**config.mk**
```make
export PLATFORM = sky130hd
export DESIGN_NAME = rsa_param_gen
export DESIGN_NICKNAME = d
export VERILOG_FILES = /design/src/rtl/rsa_param_gen_pkg.sv /design/src/rtl/rsa_r2_step.sv /design/src/rtl/rsa_param_gen.sv
export SDC_FILE = /design/constraint.sdc
export NUM_CORES = 1
export LEC_CHECK = 0
export BUFFER_PORTS_ARGS = -buffer_cell sky130_fd_sc_hd__buf_2
export CAP_MARGIN = 20
export CORE_ASPECT_RATIO = 0.7
export CORE_UTILIZATION = 65
export CTS_BUF_LIST = sky130_fd_sc_hd__clkbuf_8
export CTS_CLUSTER_DIAMETER = 50
export CTS_CLUSTER_SIZE = 12
export DETAILED_ROUTE_END_ITERATION = 16
export PLACE_DENSITY = 0.85
export RECOVER_POWER = 25
export SLEW_MARGIN = 20
export SYNTH_ARGS = -nofsm -noshare
export SYNTH_HDL_FRONTEND = slang
export SYNTH_HIERARCHICAL = 1
export SYNTH_SLANG_ARGS = --single-unit
```
**constraint.sdc**
```tcl
create_clock -name clk -period 30.7 [get_ports clk]
set_input_delay 1.535 -clock clk [delete_from_list [all_inputs] [get_ports clk]]
set_output_delay 1.535 -clock clk [all_outputs]
set_load 0.03 [all_outputs]
```
**src/rtl/rsa_param_gen_pkg.sv**
```systemverilog
// Shared constants and FSM encoding for the rsa parameter generator and the rsa core.
// Pure declarations: no logic, no latency, no flow control.
// Holds the default modulus width and the IDLE/RUN/DONE state encoding.
package rsa_param_gen_pkg;

  localparam int RSA_WIDTH = 64;

  typedef enum logic [1:0] {
    ST_IDLE = 2'd0,
    ST_RUN  = 2'd1,
    ST_DONE = 2'd2
  } state_t;

endpackage

```
**src/rtl/rsa_r2_step.sv**
```systemverilog
// Combinational double-and-conditional-subtract: r_nxt = 2r mod n, for r < n.
// Latency: zero cycles (pure combinational).
// Backpressure: none; the caller decides when to register the result.
module rsa_r2_step #(
  parameter int WIDTH = 64
) (
  input  logic [WIDTH:0]   r,
  input  logic [WIDTH-1:0] n,
  output logic [WIDTH:0]   r_nxt
);

  logic [WIDTH:0] dbl;
  logic [WIDTH:0] n_ext;

  // r < n < 2^WIDTH, so doubling always fits in WIDTH+1 bits.
  assign dbl   = r << 1;
  assign n_ext = {1'b0, n};
  assign r_nxt = (dbl >= n_ext) ? (dbl - n_ext) : dbl;

endmodule

```
**src/rtl/rsa_param_gen.sv**
```systemverilog
// Derives N_INV = -N^-1 mod 2^WIDTH and R2_MOD_N = 2^(2*WIDTH) mod N bit-serially; optional RSA_PARAM_CACHE_EN.
// Latency: done 2*WIDTH+1 cycles after an accepted start (1 cycle for invalid N or a cache hit).
// Backpressure: start is honoured only in IDLE; starts while busy are dropped, nothing is queued.
module rsa_param_gen
  import rsa_param_gen_pkg::*;
#(
  parameter int WIDTH = RSA_WIDTH
) (
  input  logic             clk,
  input  logic             rst,
  input  logic             start,
  input  logic [WIDTH-1:0] N,
  output logic [WIDTH-1:0] N_INV,
  output logic [WIDTH-1:0] R2_MOD_N,
  output logic             busy,
  output logic             done,
  output logic             err
);

  localparam int CW = $clog2(2 * WIDTH);
  localparam int IW = $clog2(WIDTH);
  localparam logic [CW-1:0] CNT_LAST = CW'(2 * WIDTH - 1);
  localparam logic [CW-1:0] CNT_INV  = CW'(WIDTH);

  state_t           state, state_nxt;
  logic [WIDTH-1:0] n_q;
  logic [WIDTH-1:0] acc;
  logic [WIDTH-1:0] x;
  logic [WIDTH:0]   r;
  logic [WIDTH:0]   r_nxt;
  logic [CW-1:0]    cnt;
  logic             n_valid;
  logic             accept;
  logic             hit;
  logic [IW-1:0]    idx;

  assign n_valid = N[0] && (N >= WIDTH'(3));
  assign accept  = (state == ST_IDLE) && start;
  assign idx     = cnt[IW-1:0];

`ifdef RSA_PARAM_CACHE_EN
  logic [WIDTH-1:0] last_n;
  logic             last_vld;
  assign hit = last_vld && (N == last_n);

  always_ff @(posedge clk or posedge rst) begin
    if (rst) begin
      last_n   <= '0;
      last_vld <= 1'b0;
    end else if (accept && !n_valid) begin
      last_vld <= 1'b0;
    end else if (state == ST_RUN && cnt == CNT_LAST) begin
      last_n   <= n_q;
      last_vld <= 1'b1;
    end
  end
`else
  assign hit = 1'b0;
`endif

  rsa_r2_step #(.WIDTH(WIDTH)) u_r2_step (
    .r     (r),
    .n     (n_q),
    .r_nxt (r_nxt)
  );

  always_ff @(posedge clk or posedge rst) begin
    if (rst) state <= ST_IDLE;
    else     state <= state_nxt;
  end

  always_comb begin
    state_nxt = state;
    case (state)
      ST_IDLE: if (start) state_nxt = (!n_valid || hit) ? ST_DONE : ST_RUN;
      ST_RUN:  if (cnt == CNT_LAST) state_nxt = ST_DONE;
      ST_DONE: state_nxt = ST_IDLE;
      default: state_nxt = ST_IDLE;
    endcase
  end

  always_comb begin
    busy = (state != ST_IDLE);
    done = (state == ST_DONE);
  end

  always_ff @(posedge clk or posedge rst) begin
    if (rst) begin
      n_q      <= '0;
      acc      <= '0;
      x        <= '0;
      r        <= '0;
      cnt      <= '0;
      err      <= 1'b0;
      N_INV    <= '0;
      R2_MOD_N <= '0;
    end else if (accept) begin
      n_q <= N;
      err <= !n_valid;
      acc <= WIDTH'(1);
      x   <= '0;
      r   <= (WIDTH + 1)'(1);
      cnt <= '0;
    end else if (state == ST_RUN) begin
      cnt <= cnt + 1'b1;
      r   <= r_nxt;
      // Clearing acc bit i by adding N<<i builds x with N*x + 1 == 0 mod 2^WIDTH.
      if (cnt < CNT_INV && acc[idx]) begin
        acc    <= acc + (n_q << idx);
        x[idx] <= 1'b1;
      end
      if (cnt == CNT_LAST) begin
        N_INV    <= x;
        R2_MOD_N <= r_nxt[WIDTH-1:0];
      end
    end
  end

endmodule

```
# Word-level counts from Yosys, hierarchy flattened
# Index checks and enable logic that the tools add are counted.
# totals
out_inout_bits	131
word_cells	56
reg_bits	394
# op_classes
order_cmp	5
n_addsub	3
bitwise	2
shifts	1
n_reduce_logical	12
muxes	19
n_eq_ne	5
# ops
cell	n
64-bit 2-to-1 mux	9
65-bit by 64-bit >= comparator with 1-bit output	1
64-bit adder	1
64-bit by 2-bit >= comparator with 1-bit output (second input constant)	1
64-bit OR	1
64-bit by 6-bit << shifter with 64-bit output	1
64-bit subtractor	1
7-bit 2-to-1 mux	2
7-bit by 1-bit adder with 7-bit output (second input constant)	1
7-bit == test (second input constant)	1
6-bit by 7-bit < comparator with 1-bit output (second input constant)	1
7-bit < comparator (second input constant)	1
1-bit binary-select mux with 6-bit select	1
1-bit demux with 6-bit select	1
6-bit by 1-bit >= comparator with 1-bit output (second input constant)	1
2-bit 2-to-1 mux	3
2-bit nonzero test	3
1-bit logical AND	4
2-bit inequality test (second input constant)	2
2-bit case mux with 2 select lines	1
2-bit AND reduction	2
3-bit AND reduction	1
2-bit by 1-bit == test with 1-bit output (second input constant)	1
2-bit == test (second input constant)	1
4 further kinds	5

# Logic depth before layout (Yosys ltp)
# depth
word_depth	8
mapped_depth	26
ltp_nobuf	21

# Modules after synthesis
# The synthesis kept the hierarchy.
# by_module_without_submodules
module	seq_area_each_um2	cells_each	area_each_um2	instances
rsa_param_gen	9884.5	2435	22785.6	1
rsa_r2_step	0.0	797	4977.3	1

# Worst setup path after synthesis
# No wires, ideal clock.
# synth_path
path_kind	register -> register
start	register cnt[1]
end	register acc[61]
path_stages_with_launch	27
setup_ns	0.129
arrival_ns	4.391
slack_ns	26.180
path_buffers	7
cell_sequence	dfrtp_1 -> buf_6 -> buf_8 -> buf_8 -> buf_4 -> buf_4 -> buf_4 -> mux2i_1 -> a21oi_1 -> mux2i_1 -> nand2_1 -> o21ai_0 -> nor2_1 -> nor2_1 -> o22ai_1 -> ha_1 -> clkbuf_1 -> a21o_1 -> a21o_1 -> a32o_1 -> a211oi_1 -> o221ai_1 -> or2_1 -> and2_1 -> a311oi_1 -> xor2_1 -> o21ai_1
# synth_via
elab_chain_len	5
# synth_lines
item	line_no	text
start: declaration	rsa_param_gen.sv:31	logic [CW-1:0] cnt;
start signal: assignment	rsa_param_gen.sv:105	cnt <= cnt + 1'b1;
64-bit by 6-bit << shifter with 64-bit output or 1-bit binary-select mux with 6-bit select (tied branches)	rsa_param_gen.sv:109, rsa_param_gen.sv:108	
64-bit adder or 1-bit 2-to-1 mux (tied branches)	rsa_param_gen.sv:109, rsa_param_gen.sv:108	
64-bit 2-to-1 mux or 1-bit logical AND (tied branches)	rsa_param_gen.sv:108	if (cnt < CNT_INV && acc[idx]) begin
64-bit 2-to-1 mux or 2-bit nonzero test (tied branches)	--	
64-bit 2-to-1 mux or 2-bit AND reduction (tied branches)	--	
end signal: assignment	rsa_param_gen.sv:109	acc <= acc + (n_q << idx);
end: declaration	rsa_param_gen.sv:27	logic [WIDTH-1:0] acc;
# Several ways; a longest one is shown, not always the timed one. The select of a mux whose other input is x is not followed.
# A chain may end at the register's enable or synchronous reset.

==> impl_metrics.yaml <==
setup_path:
  path_max_fanout: 122
  crit_type: "input pin to async pin"
  cp.required_ps: 29890
  cp.arrival_ps: 7930
  r2r_setup_slack_ps: 23920
  cp-start-kind: "input pin"
  worstSetupEndpointType: "async pin"
cts:
  worstSkewPairLatency_ps: 660
  postCtsHoldBufs: 0
  cts_max_level: 2
  cts_tree: "done"
  cts_buffer_depth: 3
  cts_buffers: 44
  numClockSinks: 394
  path_clk_slew_ps: 80
  root_buffer: "clkbuf_8"
  post_cts_buffers: 0
  ctsResizeCount: 0
grt:
  grt_pass1_wl_mm: 144
  grt.total_usage_pct: 42.5
  antenna_found_initial: 2
  gr-total-overflow: 0
  grt_pass1_vias: 24400
  grt_max_degree: 123
timing:
  finalCriticalPeriod_ps: 8740
  slew_headroom_pct: -273
  min_period_over_period_pct: 28.5
  slew_viol_final: 417
  setup_viol: 0
  finalHoldViolCount: 0
  whs_ps: 507
  finClkSkew_ps: 46.9
  worst_slew_pin_slew_ps: 5570
  grt_setup_unrepaired: "no"
  fmax_mhz: 114
  fin_tns_setup_ps: 0
yosys:
  yosysWarnings: 6
  synth_area_per_cell_um2: 8.60
  synthCells: 3219
  synth_area_um2: 27700
  syn_nets: 3416
placement:
  port-buffer-count: 197
  place_hpwl_mm: 68.1
  place_congestion: 1.00
floorplanning:
  dieArea_um2: 43400
  initial_utilization_pct: 66.7
  die_x_um: 249
  ios: 198
  core_um2: 41500
  rows: 62
  die_y_um: 175
cells_and_area:
  drive_above_1_share_pct: 16.0
  regArea_um2: 9860
  area_growth_pct: 5.98
  multi_input_area_um2: 16400
  nets: 3466
  n_fill_cell: 3156
routing:
  drc: 0
  wire_per_inst_um: 24.4
  detail-route-antenna-nets: 0
  num_vias: 26200
  finalWirelength_mm: 93.4
  drt_iter0_markers: 3461
  first_pass_iters: 6
  vias_per_cell: 6.83
flow_run:
  cap_violations: 5
hold_path:
  hp-class: "flop to flop"
status:
  violations: "max-capacitance violations, max-slew violations"
  status: "finished, violations left"
[routing by layer]
| layer | vias up | GRT usage, % | part of all wire (%) |
|---|---|---|---|
| met5 | - | 0 | 0 |
| met4 | 0 | 12.1 | 3.0 |
| met3 | 221 | 10.9 | 13 |
| met2 | 1788 | 60.8 | 41 |
| met1 | 12700 | 63.4 | 43 |
| li1 | 11500 | - | - |
[critical path: stages]
cell and delay [ps]:
buf_2 100, clkinvlp_2 3070, clkbuf_1 3130
[final cells by class]
| class | count | area share [%] |
|---|---|---|
| Multi-Input combinational cell | 2502 | 56.0 |
| Clock inverter | 19 | 0.559 |
| Clock buffer | 48 | 2.25 |
| Inverter | 109 | 1.40 |
| Antenna cell | 1 | 0.00853 |
| Tap cell | 544 | 2.32 |
| Sequential cell | 394 | 33.6 |
| Timing Repair Buffer | 218 | 3.84 |
[cells in the final DEF (no fill, tap or decap), types with 15 or more instances in the layout]
cell and count:
ha_1 128, a21oi_1 222, inv_1 106, and2_1 15, o22ai_1 20, nor3_1 28
buf_4 17, nor2_1 249, a31oi_1 37, nand3_1 103, dfrtp_1 392, and3_1 24
mux4_2 23, nand2_1 553, o21bai_1 25, nand4_1 37, xnor2_1 77, clkbuf_8 48
mux2_2 175, xor2_1 40, o21a_1 18, a22o_1 57, a21o_1 74, o211ai_1 15
nor4_1 20, mux2i_1 91, buf_2 190, o21ai_0 254
[worst paths after layout]
path,from,end,depth (start not counted)
worst max register to register,cnt[1],acc[63],19
worst min register to register,R2_MOD_N[46],R2_MOD_N[46],1
worst min-delay path,R2_MOD_N[46],R2_MOD_N[46],1
worst max-delay path,rst,cnt[1],3
min in group asynchronous,rst,r[40],2
max in group clk,start,state[0],6
[through the flow]
step                area (µm²)  instances  util [%]  setup WS [ps]
floorplan                27700       3219         -          18210
CTS                      29400       3834      70.7          24260
detailed placement       28500       3767      68.8          24270
global placement         28500       3767      68.8          24310
finish                   29300       3835      70.7          21960
global route             29300       3834      70.7          20340
[state kept, by name, indices dropped and copies added (netlist names)]
signal / cells
state: 2
acc: 64
x: 64
n_q: 64
err: 1
cnt: 7
R2_MOD_N: 64
r: 64
N_INV: 64
Power is not shown: default switching activity piles up to over one toggle a cycle in this logic, so the estimate is an artifact.
